==> src/rtl/kbd_port_fifo_if.sv <==
// Keyboard FIFO bus: PS/2 scancode input side plus the CPU I/O-port side.
// The slave modport is the FIFO itself; the master modport is whoever drives it.
interface kbd_port_fifo_if;
    logic [7:0] ps2_data;
    logic       ps2_data_en;
    logic [7:0] ascii;
    logic [7:0] port_a;
    logic [7:0] port_o;
    logic       port_w;
    logic       port_rd;
    logic [7:0] port_i;
    logic       irq;

    modport master (
        output ps2_data, ps2_data_en, ascii, port_a, port_o, port_w, port_rd,
        input  port_i, irq
    );

    modport slave (
        input  ps2_data, ps2_data_en, ascii, port_a, port_o, port_w, port_rd,
        output port_i, irq
    );
endinterface

==> src/rtl/kbd_port_fifo.sv <==
// Keyboard event FIFO behind two CPU I/O ports (data and status/control).
// Optional macro KBD_IRQ_EN enables a registered "FIFO non-empty" interrupt.
module kbd_port_fifo #(
    parameter int         DEPTH_LOG2 = 4,
    parameter logic [7:0] PORT_DATA  = 8'hFE,
    parameter logic [7:0] PORT_STAT  = 8'hFF
) (
    input logic           clk,
    input logic           reset,
    kbd_port_fifo_if.slave bus
);
    localparam int DEPTH = 1 << DEPTH_LOG2;
    localparam int PW    = DEPTH_LOG2 + 1;

    logic [PW-1:0] wr_ptr_q, wr_ptr_d;
    logic [PW-1:0] rd_ptr_q, rd_ptr_d;
    logic [PW-1:0] count;
    logic [7:0]    mem_q [DEPTH];
    logic [7:0]    mem_d [DEPTH];
    logic          ovf_q, ovf_d;
    logic          rel_q, rel_d;
    logic [7:0]    port_i_q, port_i_d;

    logic          empty, full;
    logic          is_f0, is_e0, push_req, push_ok, pop;
    logic          flush, clr_ovf;
    logic [7:0]    event_byte;
    logic          unused_port_o;

    assign unused_port_o = ^bus.port_o[5:0];

    always_comb begin
        count      = wr_ptr_q - rd_ptr_q;
        empty      = (count == '0);
        full       = (count == PW'(DEPTH));
        is_f0      = (bus.ps2_data == 8'hF0);
        is_e0      = (bus.ps2_data == 8'hE0);
        push_req   = bus.ps2_data_en && !is_f0 && !is_e0;
        // Extended-range translations (0xEx) carry their own meaning in bit 7.
        event_byte = (bus.ascii[7:4] == 4'hE) ? bus.ascii : {rel_q, bus.ascii[6:0]};
        pop        = bus.port_rd && (bus.port_a == PORT_DATA) && !empty;
        push_ok    = push_req && (!full || pop);
        flush      = bus.port_w && (bus.port_a == PORT_STAT) && bus.port_o[7];
        clr_ovf    = bus.port_w && (bus.port_a == PORT_STAT) && bus.port_o[6];
    end

    always_comb begin
        wr_ptr_d = wr_ptr_q;
        rd_ptr_d = rd_ptr_q;
        mem_d    = mem_q;
        ovf_d    = ovf_q;
        rel_d    = rel_q;
        if (flush) begin
            wr_ptr_d = '0;
            rd_ptr_d = '0;
            ovf_d    = 1'b0;
            rel_d    = 1'b0;
        end else begin
            if (pop) begin
                rd_ptr_d = rd_ptr_q + 1'b1;
            end
            if (push_ok) begin
                mem_d[wr_ptr_q[DEPTH_LOG2-1:0]] = event_byte;
                wr_ptr_d = wr_ptr_q + 1'b1;
            end
            // A drop in the same cycle as a clear-only write still leaves overflow set.
            if (clr_ovf) begin
                ovf_d = 1'b0;
            end
            if (push_req && !push_ok) begin
                ovf_d = 1'b1;
            end
            if (push_req) begin
                rel_d = 1'b0;
            end else if (bus.ps2_data_en && is_f0) begin
                rel_d = 1'b1;
            end
        end
    end

    always_comb begin
        port_i_d = port_i_q;
        if (bus.port_rd) begin
            if (bus.port_a == PORT_DATA) begin
                port_i_d = empty ? 8'h00 : mem_q[rd_ptr_q[DEPTH_LOG2-1:0]];
            end else if (bus.port_a == PORT_STAT) begin
                port_i_d = {!empty, ovf_q, 6'(count)};
            end else begin
                port_i_d = 8'hFF;
            end
        end
    end

    always_ff @(posedge clk) begin
        if (reset) begin
            wr_ptr_q <= '0;
            rd_ptr_q <= '0;
            ovf_q    <= 1'b0;
            rel_q    <= 1'b0;
            port_i_q <= 8'hFF;
        end else begin
            wr_ptr_q <= wr_ptr_d;
            rd_ptr_q <= rd_ptr_d;
            ovf_q    <= ovf_d;
            rel_q    <= rel_d;
            port_i_q <= port_i_d;
        end
    end

    // Storage needs no reset: the pointers decide which entries are valid.
    always_ff @(posedge clk) begin
        mem_q <= mem_d;
    end

    assign bus.port_i = port_i_q;

`ifdef KBD_IRQ_EN
    logic irq_q, irq_d;

    always_comb begin
        irq_d = !empty;
    end

    always_ff @(posedge clk) begin
        if (reset) begin
            irq_q <= 1'b0;
        end else begin
            irq_q <= irq_d;
        end
    end

    assign bus.irq = irq_q;
`else
    assign bus.irq = 1'b0;
`endif

endmodule

==> src/flat_wrapper.sv <==
// flat-port wrapper written by rule: the top's interface ports become plain ports
module kbd_port_fifo_flat 
#(
    parameter int         DEPTH_LOG2 = 4,
    parameter logic [7:0] PORT_DATA  = 8'hFE,
    parameter logic [7:0] PORT_STAT  = 8'hFF
)
  (clk, reset, bus_ps2_data, bus_ps2_data_en, bus_ascii, bus_port_a, bus_port_o, bus_port_w, bus_port_rd, bus_port_i, bus_irq);
  kbd_port_fifo_if bus_i ();
  input logic clk;
  input logic reset;
  input wire logic [$bits(bus_i.ps2_data)-1:0] bus_ps2_data;
  input wire logic [$bits(bus_i.ps2_data_en)-1:0] bus_ps2_data_en;
  input wire logic [$bits(bus_i.ascii)-1:0] bus_ascii;
  input wire logic [$bits(bus_i.port_a)-1:0] bus_port_a;
  input wire logic [$bits(bus_i.port_o)-1:0] bus_port_o;
  input wire logic [$bits(bus_i.port_w)-1:0] bus_port_w;
  input wire logic [$bits(bus_i.port_rd)-1:0] bus_port_rd;
  output wire logic [$bits(bus_i.port_i)-1:0] bus_port_i;
  output wire logic [$bits(bus_i.irq)-1:0] bus_irq;
  assign bus_i.ps2_data = bus_ps2_data;
  assign bus_i.ps2_data_en = bus_ps2_data_en;
  assign bus_i.ascii = bus_ascii;
  assign bus_i.port_a = bus_port_a;
  assign bus_i.port_o = bus_port_o;
  assign bus_i.port_w = bus_port_w;
  assign bus_i.port_rd = bus_port_rd;
  assign bus_port_i = bus_i.port_i;
  assign bus_irq = bus_i.irq;
  kbd_port_fifo #(.DEPTH_LOG2(DEPTH_LOG2), .PORT_DATA(PORT_DATA), .PORT_STAT(PORT_STAT)) u_core (.clk(clk), .reset(reset), .bus(bus_i));
endmodule
==> config.mk <==
export PLATFORM = sky130hd
export DESIGN_NAME = kbd_port_fifo_flat
export DESIGN_NICKNAME = d
export VERILOG_FILES = /design/src/rtl/kbd_port_fifo_if.sv /design/src/rtl/kbd_port_fifo.sv /design/src/flat_wrapper.sv
export SDC_FILE = /design/constraint.sdc
export NUM_CORES = 1
export LEC_CHECK = 0
export CAP_MARGIN = 20
export CORE_MARGIN = 4
export CORE_UTILIZATION = 31
export DETAILED_ROUTE_END_ITERATION = 16
export PLACE_DENSITY = 0.51
export RECOVER_POWER = 50
export SYNTH_ARGS = -nofsm -noshare
export SYNTH_HDL_FRONTEND = slang
export SYNTH_SLANG_ARGS = --single-unit
==> constraint.sdc <==
create_clock -name clk -period 6 [get_ports clk]
set_clock_uncertainty 0.05 [all_clocks]
set_input_delay 0.6 -clock clk [delete_from_list [all_inputs] [get_ports clk]]
set_output_delay 0.6 -clock clk [all_outputs]
set_load 0.01 [all_outputs]
---- Yosys cells after proc, flatten, opt, wreduce, memory -nomap -nowiden ----
Index checks and enable logic that the tools add are counted.
storage, ports and cells
  flip-flop bits (word level) ............. 148
  input port bits ......................... 37
  output and inout port bits .............. 9
  logic and storage cells ................. 70
operators by class
  add/subtract/negate cells ............... 3
  $lt $le $gt $ge ......................... 3
  equality and inequality tests ........... 6
  mux-type cells .......................... 12
  bitwise gates (word level) .............. 3
  reduce and logical (&&, ||, !) cells .... 22
operators with widths
  cell                                                                   count
  128-bit bitwise mux                                                    1
  8-bit 2-to-1 mux                                                       7
  8-bit binary-select mux with 4-bit select                              1
  8-bit demux with 4-bit select                                          1
  8-bit == test (second input constant)                                  4
  1-bit logical AND                                                      11
  5-bit by 1-bit adder with 5-bit output (second input constant)         2
  5-bit >= comparator (second input constant)                            2
  4-bit inverter with 5-bit output                                       2
  5-bit == test (second input constant)                                  1
  1-bit logical NOT                                                      5
  5-bit logical NOT                                                      1
  5-bit by 1-bit < comparator with 1-bit output (second input constant)  1
  5-bit subtractor                                                       1
  4-bit == test (second input constant)                                  1
  3-bit OR reduction                                                     1
  1-bit 2-to-1 mux                                                       2
  2-bit AND reduction                                                    1
  2-bit nonzero test                                                     1
  2-bit OR reduction                                                     1
  1-bit logical OR                                                       1
  1-bit inverter                                                         1

---- Depth between registers and ports, before layout ----
Gate-level depths: netlist of run 1.
  depth in word-level cells ............... 9
  depth in mapped cells ................... 11
  gate-level depth less buffers ........... 9

---- Worst setup path after synthesis of run 1 ----
No wires, ideal clock.
  path kind ............................... register to register
  start point ............................. register u_core.rd_ptr_q[2]
  end point ............................... register u_core.mem_q[0] in the netlist's numbering, enable pin
  setup time .............................. 0.395 ns
  arrival time ............................ 3.066 ns
  required time ........................... 5.555 ns
  setup slack ............................. 2.489 ns
  stages on the path, launching flop included .. 11
  buffers on the path ..................... 3
  period minus slack after synthesis ...... 3.511 ns
  cell sequence ........................... dfxtp_1 clkbuf_1 buf_2 clkinv_1 ha_1 xnor2_1 nor3b_1 mux2i_2 o31ai_4 buf_6 nor4_1
between the ends
  cells in the longest elaborated chain, start to end .. 7
  elaborated cells between the ends (all ways) .. 9
  classes of those cells .................. 1 x add/sub; 1 x eq/ne; 7 x reduce/logical
ends and longest elaborated chain
  element                                   RTL line              source
  start, declared                           kbd_port_fifo.sv:16   logic [PW-1:0] rd_ptr_q, rd_ptr_d;
  start signal, assigned                    kbd_port_fifo.sv:103  rd_ptr_q <= rd_ptr_d;
  5-bit subtractor (*)                      kbd_port_fifo.sv:33   count = wr_ptr_q - rd_ptr_q;
  5-bit logical NOT                         kbd_port_fifo.sv:34   empty = (count == '0);
  1-bit logical NOT                         kbd_port_fifo.sv:41   pop = bus.port_rd && (bus.port_a == PORT_DATA) && !empty;
  1-bit logical AND                         kbd_port_fifo.sv:41
  1-bit logical OR (*)                      kbd_port_fifo.sv:42   push_ok = push_req && (!full || pop);
  1-bit logical AND (*)                     kbd_port_fifo.sv:42
  2-bit AND reduction (no source line) (*)  --
  end signal, assigned                      kbd_port_fifo.sv:112  mem_q <= mem_d;
  end, declared                             kbd_port_fifo.sv:18   logic [7:0] mem_q [DEPTH];
Mark *: on every way between the ends. The rest lies on a longest branch, timed or not.
A chain may end at the register's enable or synchronous reset.

---- Worst setup path in the final report of run 1 ----
  start point ............................. register u_core.rd_ptr_q[2]
  end point ............................... register u_core.mem_q[56] in the netlist's numbering, enable pin
The elaborated chain is that of the path after synthesis.

==> flow_metrics.env, run 1 <==
export IMPL_worstHoldStart="u_core.bus.port_i[5]"
export IMPL_p_comb_share_pct=4.3
export IMPL_cts_buffers=17
export IMPL_fillers=1829
export IMPL_numPortBuffers=38
export IMPL_grt_use_total_pct=13.19
export IMPL_period_needed_ns=3.727
export IMPL_fmax_ghz=0.2683
export IMPL_io_pins=46
export IMPL_p_clk_share_pct=44.4
export IMPL_start_util_pct=31.91
export IMPL_cpMaxStageDelayCell="and2_1"
export IMPL_peakVddDrop_mv=0.1628
export IMPL_rsz0062_at_grt="no"
export IMPL_synth_async_reset_ratio_pct=0
export IMPL_vias_per_cell=4.876
export IMPL_syn_nets=435
export IMPL_grt_pass1_vias=3518
export IMPL_tns_ns=0
export IMPL_wl_per_cell_microns=20.10
export IMPL_hold_buffers=0
export IMPL_yosys_area_top_type="edfxtp_1"
export IMPL_core_area_sq_um=19720
export IMPL_ys_top_cells_by_area="edfxtp_1, mux4_2, dfxtp_1"
export IMPL_synth_top_flop_cell="edfxtp_1"
export IMPL_worstSetupEndpointType="flop"
export IMPL_hold_class="flop to flop"
export IMPL_finalCritPeriodShare_pct=62.12
export IMPL_critical_path_required_ns=6.00
export IMPL_cts_reportedPaths_clkPinSlew_ns=0.06
export IMPL_cts_max_level=4
export IMPL_final_common_cell="edfxtp_1"
export IMPL_clock_sinks=148
export IMPL_grt_first_pass_wirelength_microns=21380
export IMPL_gp_congestion=0.7581
export IMPL_postLayoutCoreUtil_pct=37.86
export IMPL_post_cts_resized=0
export IMPL_r2r_start="u_core.rd_ptr_q[2]"
export IMPL_intPower_mw=1.769
export IMPL_worst_endpoint_arrival_ns=3.73
export IMPL_fp_dieH_microns=150.5
export IMPL_drive_above_1_share_pct=13.12
export IMPL_final_max_slew_viol_count=0
export IMPL_drt_antenna_violating_nets=0
export IMPL_path_cells="buf_4 > clkinv_1 > ha_1 > xnor2_1 > nor3b_1 > mux2i_1 > o31ai_4 > nor4b_1 > and2_1"
export IMPL_rows=51
export IMPL_crit_path_start_kind="flop"
export IMPL_critPathMaxFanout=25
export IMPL_seqCellArea_sq_um=4245
export IMPL_netlist_area_sq_um=6292
export IMPL_setup_violations=0
export IMPL_ys_ff_latch=148
export IMPL_die_width_microns=150.5
export IMPL_vias=3447
export IMPL_yosysTopAreaCellShare_pct=61.09
export IMPL_final_hold_viol_count=0
export IMPL_dp_hpwl_microns=9344
export IMPL_ys_warn_count=0
export IMPL_synth_edf_count=128
export IMPL_outcome="finished, final reports clean"
export IMPL_cts_buffer_depth=2
export IMPL_worst_slew_pin_slew_ns=1.162
export IMPL_design_power_total_mw=2.219
export IMPL_yosysUniqueCellTypes=51
export IMPL_rrSetupSlack_ns=2.27
export IMPL_post_synth_cell_area_avg_sq_um=16.22
export IMPL_powerDensity_nw_per_um2=297.3
export IMPL_insertion_delay_ns=0.41
export IMPL_post_cts_buffers=0
export IMPL_drtPass1Iterations=4
export IMPL_crit_start="u_core.rd_ptr_q[2]"
export IMPL_synth_cells=388
export IMPL_cp_slowest_stage_delay_ns=0.49
export IMPL_cts_tree="built"
export IMPL_ys_seq_area_share_pct=67.45
export IMPL_relSlewSlack_pct=21.69
export IMPL_p_leak_nw=2.375
export IMPL_root_buffer="clkbuf_16"
export IMPL_die_area_sq_um=22640
export IMPL_stdcell_count=707
export IMPL_whs_ns=0.4599
export IMPL_layout_common_cells="edfxtp_1, nand2_1, clkdlybuf4s50_1"
export IMPL_grt_max_degree=36
export IMPL_dp_cells=676
export IMPL_cap_violations=0
export IMPL_switching_power_mw=0.4504
export IMPL_grt_overflow=0
export IMPL_switching_share_pct=20.30
export IMPL_n_antenna_cell=0
export IMPL_critPathKind="flop to flop"
export IMPL_multi_input_area_sq_um=1897
export IMPL_grt_antenna_before_repair=0
export IMPL_drt_iter0_drc=219
export IMPL_seq_power_share_pct=51.2
export IMPL_remaining_drc_errors=0
export IMPL_totalWireLength_microns=14210
export IMPL_syn_to_final_growth_pct=18.63
export IMPL_nNetsFinal=477
metal layers:
metal	global-route usage, %	wire length, microns
met5	0	0
met4	4.392	269
met3	3.432	622
met1	18.78	6883
met2	19.71	6437
critical path, delay by kind of cell (launching register included):
kind,cells,cell delay [ns]
mux,1,0.39
fa+ha+maj,1,0.43
compound gates,1,0.25
simple gates,3,1.04
flops,1,0.30
xor+xnor,1,0.25
buf+inv,2,0.64
final cells by class:
type / instances / area share [%]
clock buffer: 18 / 5.749
multi-input combinational: 212 / 25.41
clock inverter: 13 / 1.576
inverter: 9 / 0.4526
sequential: 148 / 56.87
tap: 265 / 4.442
timing repair buffer: 42 / 5.498
final timing paths:
path                     endpoint  depth (start not counted)
max              u_core.mem_q[56]                          9
min          u_core.bus.port_i[5]                          1
max reg2reg      u_core.mem_q[56]                          9
min reg2reg  u_core.bus.port_i[5]                          1
cells in the mapped netlist, types with 2 or more instances:
cell	instances
dfxtp_1	20
a21oi_1	22
ha_1	9
a31oi_1	6
mux4_2	22
nand3_1	4
and2_1	15
nor3_1	6
nor4_1	2
mux4_1	11
nand4_1	4
nand2_1	40
buf_2	5
buf_4	2
buf_6	2
inv_1	8
nor2_1	18
nand2b_1	3
mux2i_1	2
nor3b_1	2
or3_1	5
edfxtp_1	128
o21ai_0	8
or4_1	4
clkbuf_1	8
xnor2_1	3
o32a_1	2
xor2_1	4
sequential cells by signal, summed over array words and instances, names as in the netlist:
name / count
u_core.rel_q: 1
u_core.ovf_q: 1
u_core.wr_ptr_q: 5
u_core.bus.port_i: 8
u_core.mem_q: 128
u_core.rd_ptr_q: 5
power groups by stage:
stage                     Sequential [mW]  Combinational (mW)  Clock, mW
final                                1.14              0.0965      0.986
after global routing                 1.14               0.106       1.06
after CTS                            1.14               0.101       1.01
after detailed placement             1.16              0.0998          0
after global placement               1.16              0.0973          0
after floorplan                      1.16              0.0485          0
kinds of logic (layout without fill, tap and decap cells):
logic type | Yosys count | in the layout | synth area share, %
DFF | 148 | 148 | 67.45
and+or+nand+nor | 112 | 112 | 9.425
AOI/OAI and AO/OA | 46 | 46 | 4.594
muxes | 36 | 36 | 13.00
buffers and inverters | 28 | 82 | 2.386
adders and majority gates | 10 | 10 | 2.108
xor gates and xnor gates | 7 | 7 | 0.9744
other | 1 | 1 | 0.05960
stage by stage:
step / cell area, sq um / setup WS (ns)
4_1_cts: 7472 / 2.263
5_1_grt: 7465 / 1.799
6_report: 7465 / 2.273
3_5_place_dp: 6925 / 2.272
2_1_floorplan: 6292 / 2.489
3_3_place_gp: 6918 / 2.243
(Power assumes the default switching activity.)
==> inputs of run 2 (changes only) <==
==> constraint.sdc (replaced) <==
create_clock -name clk -period 3.8 [get_ports clk]
set_clock_uncertainty 0.05 [all_clocks]
set_input_delay 0.38 -clock clk [delete_from_list [all_inputs] [get_ports clk]]
set_output_delay 0.38 -clock clk [all_outputs]
set_load 0.01 [all_outputs]
==> flow_metrics.env, run 2 (same netlist as run 1, synthesis figures left out) <==
export IMPL_outcome="finished, final reports clean"
export IMPL_p_leak_nw=2.401
export IMPL_rr_worst_depth=9
export IMPL_cts_reportedPaths_clkPinSlew_ns=0.06
export IMPL_die_width_microns=150.5
export IMPL_worst_endpoint_arrival_ns=3.45
export IMPL_clock_sinks=148
export IMPL_syn_to_final_growth_pct=19.29
export IMPL_fp_dieH_microns=150.5
export IMPL_vias=3541
export IMPL_drt_antenna_violating_nets=0
export IMPL_io_pins=46
export IMPL_final_hold_viol_count=0
export IMPL_powerDensity_nw_per_um2=464.9
export IMPL_cts_buffers=17
export IMPL_cts_buffer_depth=2
export IMPL_post_route_worst_setup_slack_ns=0.3637
export IMPL_gp_congestion=0.7755
export IMPL_totalWireLength_microns=14420
export IMPL_rrSetupSlack_ns=0.36
export IMPL_crit_start="u_core.wr_ptr_q[0]"
export IMPL_worstSetupEndpointType="flop"
export IMPL_crit_end="u_core.mem_q[35]"
export IMPL_grt_use_total_pct=13.41
export IMPL_top_usage_layer="met2"
export IMPL_grt_first_pass_wirelength_microns=21710
export IMPL_hold_depth=2
export IMPL_period_needed_ns=3.436
export IMPL_r2r_end="u_core.mem_q[35]"
export IMPL_use_met2_pct=20.50
export IMPL_post_cts_resized=0
export IMPL_met3_usage_pct=3.582
export IMPL_worst_slew_pin_slew_ns=1.155
export IMPL_crit_path_start_kind="flop"
export IMPL_wl_per_cell_microns=20.17
export IMPL_rsz0062_at_grt="no"
export IMPL_die_area_sq_um=22640
export IMPL_layout_common_cells="edfxtp_1, nand2_1, clkdlybuf4s50_1"
export IMPL_registers_top_by_ff_count="u_core.mem_q"
export IMPL_relSlewSlack_pct=22.17
export IMPL_numPortBuffers=38
export IMPL_setup_violations=0
export IMPL_root_buffer="clkbuf_16"
export IMPL_rows=51
export IMPL_start_util_pct=31.91
export IMPL_largest_reg_flops=128
export IMPL_finalCritPeriodShare_pct=90.43
export IMPL_core_area_sq_um=19720
export IMPL_cap_violations=0
export IMPL_hold_buffers=0
export IMPL_whs_ns=0.4603
export IMPL_peakVddDrop_mv=0.2401
export IMPL_drt_iter0_drc=224
export IMPL_grtUsageMet1_pct=18.45
export IMPL_tns_ns=0
export IMPL_grt_antenna_before_repair=0
export IMPL_vias_per_cell=4.952
export IMPL_fmax_ghz=0.2910
export IMPL_cts_max_level=4
export IMPL_r2r_start="u_core.wr_ptr_q[0]"
export IMPL_drtPass1Iterations=5
export IMPL_n_antenna_cell=0
export IMPL_dp_hpwl_microns=9328
export IMPL_design_power_total_mw=3.490
export IMPL_hold_class="flop to flop"
export IMPL_post_cts_buffers=0
export IMPL_fillers=1819
export IMPL_remaining_drc_errors=0
export IMPL_nNetsFinal=484
export IMPL_grt_pass1_vias=3581
export IMPL_critPathKind="flop to flop"
export IMPL_final_common_cell="edfxtp_1"
export IMPL_critPathMaxFanout=8
export IMPL_critical_path_required_ns=3.81
export IMPL_grt_overflow=0
export IMPL_place_ws_ns=0.3157
export IMPL_final_max_slew_viol_count=0
export IMPL_cts_tree="built"
export IMPL_insertion_delay_ns=0.42
export IMPL_grt_max_degree=36
export IMPL_drive_above_1_share_pct=14.89
-- run 2: report_power, final --
part	total, mW	internal (mW)	switching (mW)
registers	1.79	1.79	0.00759
logic	0.157	0.0638	0.0932
clock network	1.54	0.908	0.630
total	3.49	2.76	0.731
-- run 2: per-layer routing --
metal | up-vias | routed length [microns]
li1 | 1613 | -
met1 | 1802 | 6628
met2 | 107 | 6669
met3 | 19 | 811
met4 | 0 | 310
met5 | - | 0
-- run 2: area by class of cell --
cell class              count  area [sq um]  area share, %
clock buffers              21         450.4          6.001
flip-flops and latches    148          4245          56.56
clock inverters            11         88.84          1.184
multi-input cells         212          1901          25.32
repair buffers             49         455.4          6.068
inverters                   9         33.78         0.4501
well taps                 265         331.6          4.417
-- run 2: metrics by stage --
stage	instances	utilization, %	instance area, sq um
after global placement	683	35.39	6978
after CTS	715	38.12	7517
after floorplan	388	-	6292
after detailed placement	683	35.39	6978
after global routing	715	38.07	7506
final	715	38.07	7506
-- run 2: worst min-delay path by stage --
stage / start / end / slack, ns
2_1_floorplan: u_core.wr_ptr_q[4] / u_core.wr_ptr_q[4] / 0.41
3_3_place_gp: u_core.rd_ptr_q[4] / u_core.rd_ptr_q[4] / 0.43
3_5_place_dp: u_core.rd_ptr_q[4] / u_core.rd_ptr_q[4] / 0.45
4_1_cts: u_core.rd_ptr_q[4] / u_core.rd_ptr_q[4] / 0.45
5_1_grt: u_core.wr_ptr_q[4] / u_core.wr_ptr_q[4] / 0.49
6_report: u_core.ovf_q / u_core.ovf_q / 0.46
-- run 2: critical path, cell delays in order (launching register included) --
cell     delay [ns]
dfxtp_1        0.37
inv_1          0.13
ha_1           0.23
fa_1           0.46
xnor2_1        0.31
nor3b_1        0.11
mux2i_2        0.30
o31ai_4        0.17
nor4b_1        0.47
and2_1         0.49
